File: src/rtl/fetch_pipe_ctrl_pkg.sv
// Shared front-end definitions for the fetch pipeline controller.
package fetch_pipe_ctrl_pkg;

  typedef enum logic [1:0] {
    RUN       = 2'd0,
    WAIT_RESP = 2'd1,
    DROP_RESP = 2'd2
  } fetch_state_t;

  localparam int DEF_PC_W    = 64;
  localparam int DEF_INSTR_W = 32;

endpackage

File: src/rtl/fetch_pipe_ctrl_if.sv
// I-cache request/response handshake between the fetch controller (master)
// and the instruction cache (slave).
interface fetch_pipe_ctrl_if
  import fetch_pipe_ctrl_pkg::*;
#(
  parameter int INSTR_W = DEF_INSTR_W
);

  logic               icache_req_valid;
  logic               icache_req_ready;
  logic               icache_resp_valid;
  logic [INSTR_W-1:0] icache_resp_instr;

  modport master (
    output icache_req_valid,
    input  icache_req_ready,
    input  icache_resp_valid,
    input  icache_resp_instr
  );

  modport slave (
    input  icache_req_valid,
    output icache_req_ready,
    output icache_resp_valid,
    output icache_resp_instr
  );

endinterface

File: src/rtl/fetch_skid_buf.sv
// One-entry instruction holding register; catches a response that arrives
// while the backend is stalled.
module fetch_skid_buf
  import fetch_pipe_ctrl_pkg::*;
#(
  parameter int INSTR_W = DEF_INSTR_W
) (
  input  logic               clk,
  input  logic               rst_n,
  input  logic               load,
  input  logic               clear,
  input  logic [INSTR_W-1:0] din,
  output logic               valid,
  output logic [INSTR_W-1:0] dout
);

  logic               valid_q, valid_d;
  logic [INSTR_W-1:0] data_q, data_d;

  always_comb begin
    valid_d = valid_q;
    data_d  = data_q;
    if (clear) begin
      valid_d = 1'b0;
    end else if (load) begin
      valid_d = 1'b1;
      data_d  = din;
    end
  end

  always_ff @(posedge clk or negedge rst_n) begin
    if (!rst_n) valid_q <= 1'b0;
    else        valid_q <= valid_d;
  end

  // Payload is qualified by valid_q, so it needs no reset.
  always_ff @(posedge clk) begin
    data_q <= data_d;
  end

  assign valid = valid_q;
  assign dout  = data_q;

endmodule

File: src/rtl/fetch_pipe_ctrl.sv
// Front-end fetch controller: drives stall/bubble for regIF1/regIF2/regD,
// owns the I-cache handshake, and drops responses orphaned by a redirect.
module fetch_pipe_ctrl
  import fetch_pipe_ctrl_pkg::*;
#(
  parameter int PC_W           = DEF_PC_W,
  parameter int INSTR_W        = DEF_INSTR_W,
  parameter int TIMEOUT_CYCLES = 1023
) (
  input  logic               clk,
  input  logic               rst_n,
  fetch_pipe_ctrl_if.master  ic,
  input  logic               backend_stall,
  input  logic               redirect_valid,
  input  logic [PC_W-1:0]    redirect_pc,
  output logic               pc_advance,
  output logic               pc_load,
  output logic [PC_W-1:0]    pc_load_target,
  output logic               if1_valid,
  output logic [INSTR_W-1:0] if1_instr,
  output logic               regIF1_stall,
  output logic               regIF2_stall,
  output logic               regD_stall,
  output logic               regIF1_bubble,
  output logic               regIF2_bubble,
  output logic               regD_bubble,
  output logic               timeout_err
);

  localparam int              CNT_W   = $clog2(TIMEOUT_CYCLES + 1);
  localparam logic [CNT_W-1:0] CNT_MAX = CNT_W'(TIMEOUT_CYCLES);

  function automatic logic [CNT_W-1:0] sat_inc(input logic [CNT_W-1:0] v);
    return (v == CNT_MAX) ? v : v + CNT_W'(1);
  endfunction

  fetch_state_t       state_q, state_d;
  logic [CNT_W-1:0]   wait_cnt_q, wait_cnt_d;
  logic               timeout_err_q, timeout_err_d;

  logic               buf_load, buf_clear, buf_valid;
  logic [INSTR_W-1:0] buf_instr;
  logic               req_valid;
  logic               resp_in_wait, resp_in_drop, counting;

  fetch_skid_buf #(.INSTR_W(INSTR_W)) u_skid (
    .clk   (clk),
    .rst_n (rst_n),
    .load  (buf_load),
    .clear (buf_clear),
    .din   (ic.icache_resp_instr),
    .valid (buf_valid),
    .dout  (buf_instr)
  );

  always_comb begin
    state_d        = state_q;
    wait_cnt_d     = wait_cnt_q;
    timeout_err_d  = timeout_err_q;
    buf_load       = 1'b0;
    buf_clear      = 1'b0;
    req_valid      = 1'b0;
    pc_advance     = 1'b0;
    pc_load        = 1'b0;
    pc_load_target = '0;
    if1_valid      = 1'b0;
    if1_instr      = '0;
    regIF1_stall   = 1'b0;
    regIF2_stall   = 1'b0;
    regD_stall     = 1'b0;
    regIF1_bubble  = 1'b0;
    regIF2_bubble  = 1'b0;
    regD_bubble    = 1'b0;

    resp_in_wait = (state_q == WAIT_RESP) && ic.icache_resp_valid;
    resp_in_drop = (state_q == DROP_RESP) && ic.icache_resp_valid;
    counting     = (state_q == WAIT_RESP) || (state_q == DROP_RESP);

    if (counting) begin
      wait_cnt_d = sat_inc(wait_cnt_q);
      if (wait_cnt_d == CNT_MAX) timeout_err_d = 1'b1;
    end

    if (redirect_valid) begin
      regIF1_bubble  = 1'b1;
      regIF2_bubble  = 1'b1;
      regD_bubble    = 1'b1;
      pc_load        = 1'b1;
      pc_load_target = redirect_pc;
      buf_clear      = 1'b1;
      // An outstanding request becomes stale: drop its response when it lands.
      if (state_q == WAIT_RESP)      state_d = resp_in_wait ? RUN : DROP_RESP;
      else if (state_q == DROP_RESP) state_d = resp_in_drop ? RUN : DROP_RESP;
    end else if (backend_stall) begin
      regIF1_stall = 1'b1;
      regIF2_stall = 1'b1;
      regD_stall   = 1'b1;
      if (resp_in_wait) begin
        buf_load = 1'b1;
        state_d  = RUN;
      end else if (resp_in_drop) begin
        state_d = RUN;
      end
    end else if (buf_valid) begin
      if1_valid = 1'b1;
      if1_instr = buf_instr;
      buf_clear = 1'b1;
    end else if (resp_in_wait) begin
      if1_valid = 1'b1;
      if1_instr = ic.icache_resp_instr;
      state_d   = RUN;
    end else begin
      regIF1_bubble = 1'b1;
      if (resp_in_drop) state_d = RUN;
      if (state_q == RUN) begin
        req_valid = 1'b1;
        if (ic.icache_req_ready) begin
          pc_advance = 1'b1;
          state_d    = WAIT_RESP;
          wait_cnt_d = '0;
        end
      end
    end

    // Every output reads as zero while reset is held, regardless of inputs.
    if (!rst_n) begin
      req_valid      = 1'b0;
      pc_advance     = 1'b0;
      pc_load        = 1'b0;
      pc_load_target = '0;
      if1_valid      = 1'b0;
      if1_instr      = '0;
      regIF1_stall   = 1'b0;
      regIF2_stall   = 1'b0;
      regD_stall     = 1'b0;
      regIF1_bubble  = 1'b0;
      regIF2_bubble  = 1'b0;
      regD_bubble    = 1'b0;
    end
  end

  always_ff @(posedge clk or negedge rst_n) begin
    if (!rst_n) begin
      state_q       <= RUN;
      wait_cnt_q    <= '0;
      timeout_err_q <= 1'b0;
    end else begin
      state_q       <= state_d;
      wait_cnt_q    <= wait_cnt_d;
      timeout_err_q <= timeout_err_d;
    end
  end

  assign ic.icache_req_valid = req_valid;
  assign timeout_err         = timeout_err_q;

endmodule

File: src/flat_wrapper.sv
// flat-port wrapper written by rule: the top's interface ports become plain ports
module fetch_pipe_ctrl_flat import fetch_pipe_ctrl_pkg::*;
#(
  parameter int PC_W           = DEF_PC_W,
  parameter int INSTR_W        = DEF_INSTR_W,
  parameter int TIMEOUT_CYCLES = 1023
)
  (clk, rst_n, backend_stall, redirect_valid, redirect_pc, pc_advance, pc_load, pc_load_target, if1_valid, if1_instr, regIF1_stall, regIF2_stall, regD_stall, regIF1_bubble, regIF2_bubble, regD_bubble, timeout_err, ic_icache_req_valid, ic_icache_req_ready, ic_icache_resp_valid, ic_icache_resp_instr);
  fetch_pipe_ctrl_if #(.INSTR_W(INSTR_W)) ic_i ();
  input  logic clk;
  input  logic rst_n;
  input  logic backend_stall;
  input  logic redirect_valid;
  input  logic [PC_W-1:0] redirect_pc;
  output logic pc_advance;
  output logic pc_load;
  output logic [PC_W-1:0] pc_load_target;
  output logic if1_valid;
  output logic [INSTR_W-1:0] if1_instr;
  output logic regIF1_stall;
  output logic regIF2_stall;
  output logic regD_stall;
  output logic regIF1_bubble;
  output logic regIF2_bubble;
  output logic regD_bubble;
  output logic timeout_err;
  output wire logic [$bits(ic_i.icache_req_valid)-1:0] ic_icache_req_valid;
  input wire logic [$bits(ic_i.icache_req_ready)-1:0] ic_icache_req_ready;
  input wire logic [$bits(ic_i.icache_resp_valid)-1:0] ic_icache_resp_valid;
  input wire logic [$bits(ic_i.icache_resp_instr)-1:0] ic_icache_resp_instr;
  assign ic_icache_req_valid = ic_i.icache_req_valid;
  assign ic_i.icache_req_ready = ic_icache_req_ready;
  assign ic_i.icache_resp_valid = ic_icache_resp_valid;
  assign ic_i.icache_resp_instr = ic_icache_resp_instr;
  fetch_pipe_ctrl #(.PC_W(PC_W), .INSTR_W(INSTR_W), .TIMEOUT_CYCLES(TIMEOUT_CYCLES)) u_core (.clk(clk), .rst_n(rst_n), .ic(ic_i), .backend_stall(backend_stall), .redirect_valid(redirect_valid), .redirect_pc(redirect_pc), .pc_advance(pc_advance), .pc_load(pc_load), .pc_load_target(pc_load_target), .if1_valid(if1_valid), .if1_instr(if1_instr), .regIF1_stall(regIF1_stall), .regIF2_stall(regIF2_stall), .regD_stall(regD_stall), .regIF1_bubble(regIF1_bubble), .regIF2_bubble(regIF2_bubble), .regD_bubble(regD_bubble), .timeout_err(timeout_err));
endmodule
File: config.mk
export PLATFORM = sky130hd
export DESIGN_NAME = fetch_pipe_ctrl_flat
export DESIGN_NICKNAME = d
export VERILOG_FILES = /design/src/rtl/fetch_pipe_ctrl_pkg.sv /design/src/rtl/fetch_pipe_ctrl_if.sv /design/src/rtl/fetch_skid_buf.sv /design/src/rtl/fetch_pipe_ctrl.sv /design/src/flat_wrapper.sv
export SDC_FILE = /design/constraint.sdc
export NUM_CORES = 1
export LEC_CHECK = 0
export BUFFER_PORTS_ARGS = -buffer_cell sky130_fd_sc_hd__buf_2
export CORE_MARGIN = 2
export CORE_UTILIZATION = 41
export DETAILED_ROUTE_END_ITERATION = 10
export GPL_TIMING_DRIVEN = 0
export HOLD_SLACK_MARGIN = 0.15
export PLACE_DENSITY = 0.84
export REMOVE_ABC_BUFFERS = 1
export SLEW_MARGIN = 20
export SYNTH_ARGS = -nofsm -noshare
export SYNTH_HDL_FRONTEND = slang
export SYNTH_SLANG_ARGS = --single-unit
File: constraint.sdc
create_clock -name clk -period 2.2 [get_ports clk]
set_clock_uncertainty 0.1 [all_clocks]
set_input_delay 0.11 -clock clk [delete_from_list [all_inputs] [get_ports clk]]
set_output_delay 0.11 -clock clk [all_outputs]
set_load 0.005 [all_outputs]
==> impl_metrics.toml <==
[critical_path]
worst_setup_path_start_kind = "flop"
worstSetupEndpointType = "output port"
reg2reg_to = "u_core.timeout_err$_DFFE_PN0P_"
timing.reg2reg.setup_slack_ns = 0.15
timing.critical_path.fanout_max = 12
timing.critical_path.arrival_ns = 1.92
worstReg2RegStart = "u_core.wait_cnt_q[0]$_DFF_PN0_"
worstPathRequired_ns = 1.99
ff2ff_path_depth = 5
setup.worst_path.class = "reg2out"

[routing]
antenna_left = 0
dr.first_iter.drc_count = 98
drc = 0
routed_wire_length_per_instance_um = 14.5
route.detailed.vias_per_inst = 5.00
drt_pre_antenna_iters = 4
routed-via-count = 3068
total_wire_length_um = 8910

[hold_path]
hold_path_depth = 4
hold_path_end = "u_core.state_q[1]$_DFFE_PN0P_"
hold_class = "in2reg"
worst_hold_startpoint = "backend_stall"

[synthesis]
synthCells = 294
ys.warnings.count = 0
ys_ff_latch = 46
mappedNetlistArea_sq_um = 2910
syn-mean-instance-area_sq_um = 9.91
synth-main-ff-cell = "sky130_fd_sc_hd__edfxtp_1"
synth_edf_count = 32
share_of_the_yosys_chip_area_belonging_to_registers = 0.450
asyncSetResetFlopFracSynth = 0.304
synth_cell_types = 40

[power_and_ir_drop]
power.clock.fraction = 0.198
power-per-cell-area_nw_per_um2 = 589
pwr-share-seq = 0.458
power.switching_fraction = 0.344
vdd_ir_drop_max_v = 0.000298
intPower_mw = 1.72
p_comb_frac = 0.345
power_switching_mw = 0.899
power.static_leakage_nw = 2.36

[die]
std_cell_rows = 30
die_h_um = 88.3
floorplan.die_area_sq_um = 7790
die_width_um = 88.3
coreArea_sq_um = 6830
num_io_pins = 209
initial_core_util = 0.426

[cts]
cts_setup_buffers = 0
worst_skew_pair_latency_ns = 0.29
tritoncts_num_sinks = 46
clock-root-buffer = "sky130_fd_sc_hd__clkbuf_8"
tritoncts = "built"
numCtsBuffers = 5
ctsLongestPathBuffers = 2
worst_setup_hold_path_clk_slew_ns = 0.08
clock_tree.htree_level_count = 2

[sta]
max_frequency_mhz = 469
report.final.slew_viol_count = 0
max_slew.worst_pin.slew_ns = 0.875
totalNegativeSetupSlack_ns = 0
finalHoldWorstSlack_ns = 0.304
final-hold-violation-count = 0
finalCritPeriodShare = 0.969
tightest_slew_margin_relative_to_the_limit = 0.417
setup_violations = 0
grt_setup_unrepaired = "yes"
layout_min_cycle_time_ns = 2.13

[global_routing]
grt_pass1_vias = 2888
groute.layer.met2.usage = 0.386
grtUsageMet3 = 0.0438
grt_util_all_layers = 0.218
grt_max_degree = 73
grt.busiest_layer = "met2"
first_pass_grt_wire_length_um = 13500
number_of_antenna_violations_at_the_first_check_in_global_routing = 0
grt_use_met1 = 0.269
global_route.overflow_total = 0

[outcome]
run_status = "complete, no violations"

[finish]
most_frequent_standard_cell_in_the_layout_excluding_fill_and_tap_cells = "sky130_fd_sc_hd__buf_2"
nets = 623
n_antenna_cell = 0
layout-drive-gt1-share = 0.438
syn2layout_area_growth_pct = 52.5
most-common-layout-cells = "sky130_fd_sc_hd__buf_2, sky130_fd_sc_hd__and3_1, sky130_fd_sc_hd__nor2_1"
instances_no_fill = 614

[run]
max_cap_violations = 0

[place]
gp_congestion = 0.862
buffer_ports.inserted = 208
numPlacedInstances = 569
detailedPlacementHpwl_um = 6020
[worst max-delay path, stage by stage (launching register included)]
cell and delay, ns:
sky130_fd_sc_hd__dfrtp_1 0.38, sky130_fd_sc_hd__inv_1 0.09, sky130_fd_sc_hd__ha_2 0.19, sky130_fd_sc_hd__a21o_4 0.23, sky130_fd_sc_hd__nor2_2 0.43, sky130_fd_sc_hd__and2_1 0.20
sky130_fd_sc_hd__buf_2 0.11
[registers in the layout, summed over array words and instances (netlist names)]
register	count
u_core.wait_cnt_q	10
u_core.timeout_err	1
u_core.u_skid.dout	32
u_core.state_q	2
u_core.u_skid.valid	1
[cell usage after synthesis, types with 2 or more instances]
| master | instances | area [sq um] |
|---|---|---|
| sky130_fd_sc_hd__mux2i_1 | 36 | 360 |
| sky130_fd_sc_hd__and3b_1 | 2 | 17.5 |
| sky130_fd_sc_hd__nand2b_1 | 4 | 25.0 |
| sky130_fd_sc_hd__a21oi_1 | 6 | 30.0 |
| sky130_fd_sc_hd__nand2_1 | 6 | 22.5 |
| sky130_fd_sc_hd__a31oi_1 | 3 | 18.8 |
| sky130_fd_sc_hd__nand4_1 | 3 | 18.8 |
| sky130_fd_sc_hd__xnor2_1 | 2 | 17.5 |
| sky130_fd_sc_hd__clkbuf_1 | 20 | 75.1 |
| sky130_fd_sc_hd__nand3_1 | 9 | 45.0 |
| sky130_fd_sc_hd__and4b_1 | 3 | 30.0 |
| sky130_fd_sc_hd__o21ai_0 | 2 | 10.0 |
| sky130_fd_sc_hd__or4_1 | 2 | 15.0 |
| sky130_fd_sc_hd__and3_1 | 66 | 413 |
| sky130_fd_sc_hd__edfxtp_1 | 32 | 961 |
| sky130_fd_sc_hd__a21o_1 | 3 | 22.5 |
| sky130_fd_sc_hd__and2_1 | 4 | 25.0 |
| sky130_fd_sc_hd__buf_2 | 4 | 20.0 |
| sky130_fd_sc_hd__buf_4 | 5 | 37.5 |
| sky130_fd_sc_hd__o31ai_1 | 2 | 15.0 |
| sky130_fd_sc_hd__ha_1 | 4 | 50.1 |
| sky130_fd_sc_hd__nor2_1 | 42 | 158 |
| sky130_fd_sc_hd__dfrtp_1 | 14 | 350 |
| sky130_fd_sc_hd__inv_1 | 4 | 15.0 |
[area by class of cell]
class                   instances  area, sq um
clock buffers                   5         68.8
inverters                       4         15.0
fillers                       558         2390
flip-flops and latches         46         1310
repair buffers                246         1430
well taps                      96          120
clock inverters                 3         23.8
multi-input cells             214         1470
[power by group through the flow]
stage / sequential [mW] / clock [mW] / combinational [mW]
floorplan: 1.19 / 0 / 0.518
global placement: 1.22 / 0 / 0.774
detailed placement: 1.21 / 0 / 0.831
CTS: 1.19 / 0.545 / 0.887
global route: 1.22 / 0.567 / 1.01
finish: 1.20 / 0.518 / 0.902
[metal layers]
layer | routed length, um | vias up
met2 | 4380 | 128
li1 | - | 1514
met1 | 3830 | 1414
met4 | 137 | 0
met3 | 562 | 12
met5 | 0 | -
[how the worst max path moves through the flow]
| stage | from | endpoint | slack [ns] | cells after the start |
|---|---|---|---|---|
| floorplan | u_core.u_skid.valid$_DFFE_PN0P_ | if1_instr[0] | -0.35 | 3 |
| global placement | u_core.u_skid.valid$_DFFE_PN0P_ | if1_instr[22] | -1.01 | 4 |
| detailed placement | rst_n | if1_instr[13] | -0.70 | 4 |
| CTS | u_core.state_q[1]$_DFFE_PN0P_ | pc_advance | 0.005 | 6 |
| global route | u_core.state_q[1]$_DFFE_PN0P_ | pc_advance | -0.09 | 6 |
| finish | u_core.state_q[1]$_DFFE_PN0P_ | pc_advance | 0.07 | 6 |
[what timing repair did]
action | in CTS | in global routing
endpoints found under the hold margin | 49 | 0
hold buffers | 37 | 0
pin swaps | 0 | 2
resized for setup | 3 | 3
setup endpoints to repair | 34 | 35
[stage by stage]
step | total power [mW] | setup slack, ns | area (sq um) | utilization
detailed placement | 2.04 | -0.701 | 3950 | 0.579
global route | 2.80 | -0.0868 | 4440 | 0.650
global placement | 1.99 | -1.01 | 3930 | 0.575
finish | 2.62 | 0.0688 | 4440 | 0.650
CTS | 2.63 | 0.00458 | 4430 | 0.649
floorplan | 1.71 | -0.354 | 2770 | -
[logic make-up (layout without fill, tap and decap cells)]
family          after synthesis  in the layout  synth area share
compound gates               24             24            0.0644
xor+xnor                      3              3           0.00902
fa+ha+maj                     4              4            0.0172
buf+inv                      34            258            0.0546
flops                        46             46             0.450
mux                          36             36             0.124
simple gates                147            147             0.281
No activity file was read; power rests on OpenSTA's default activity.
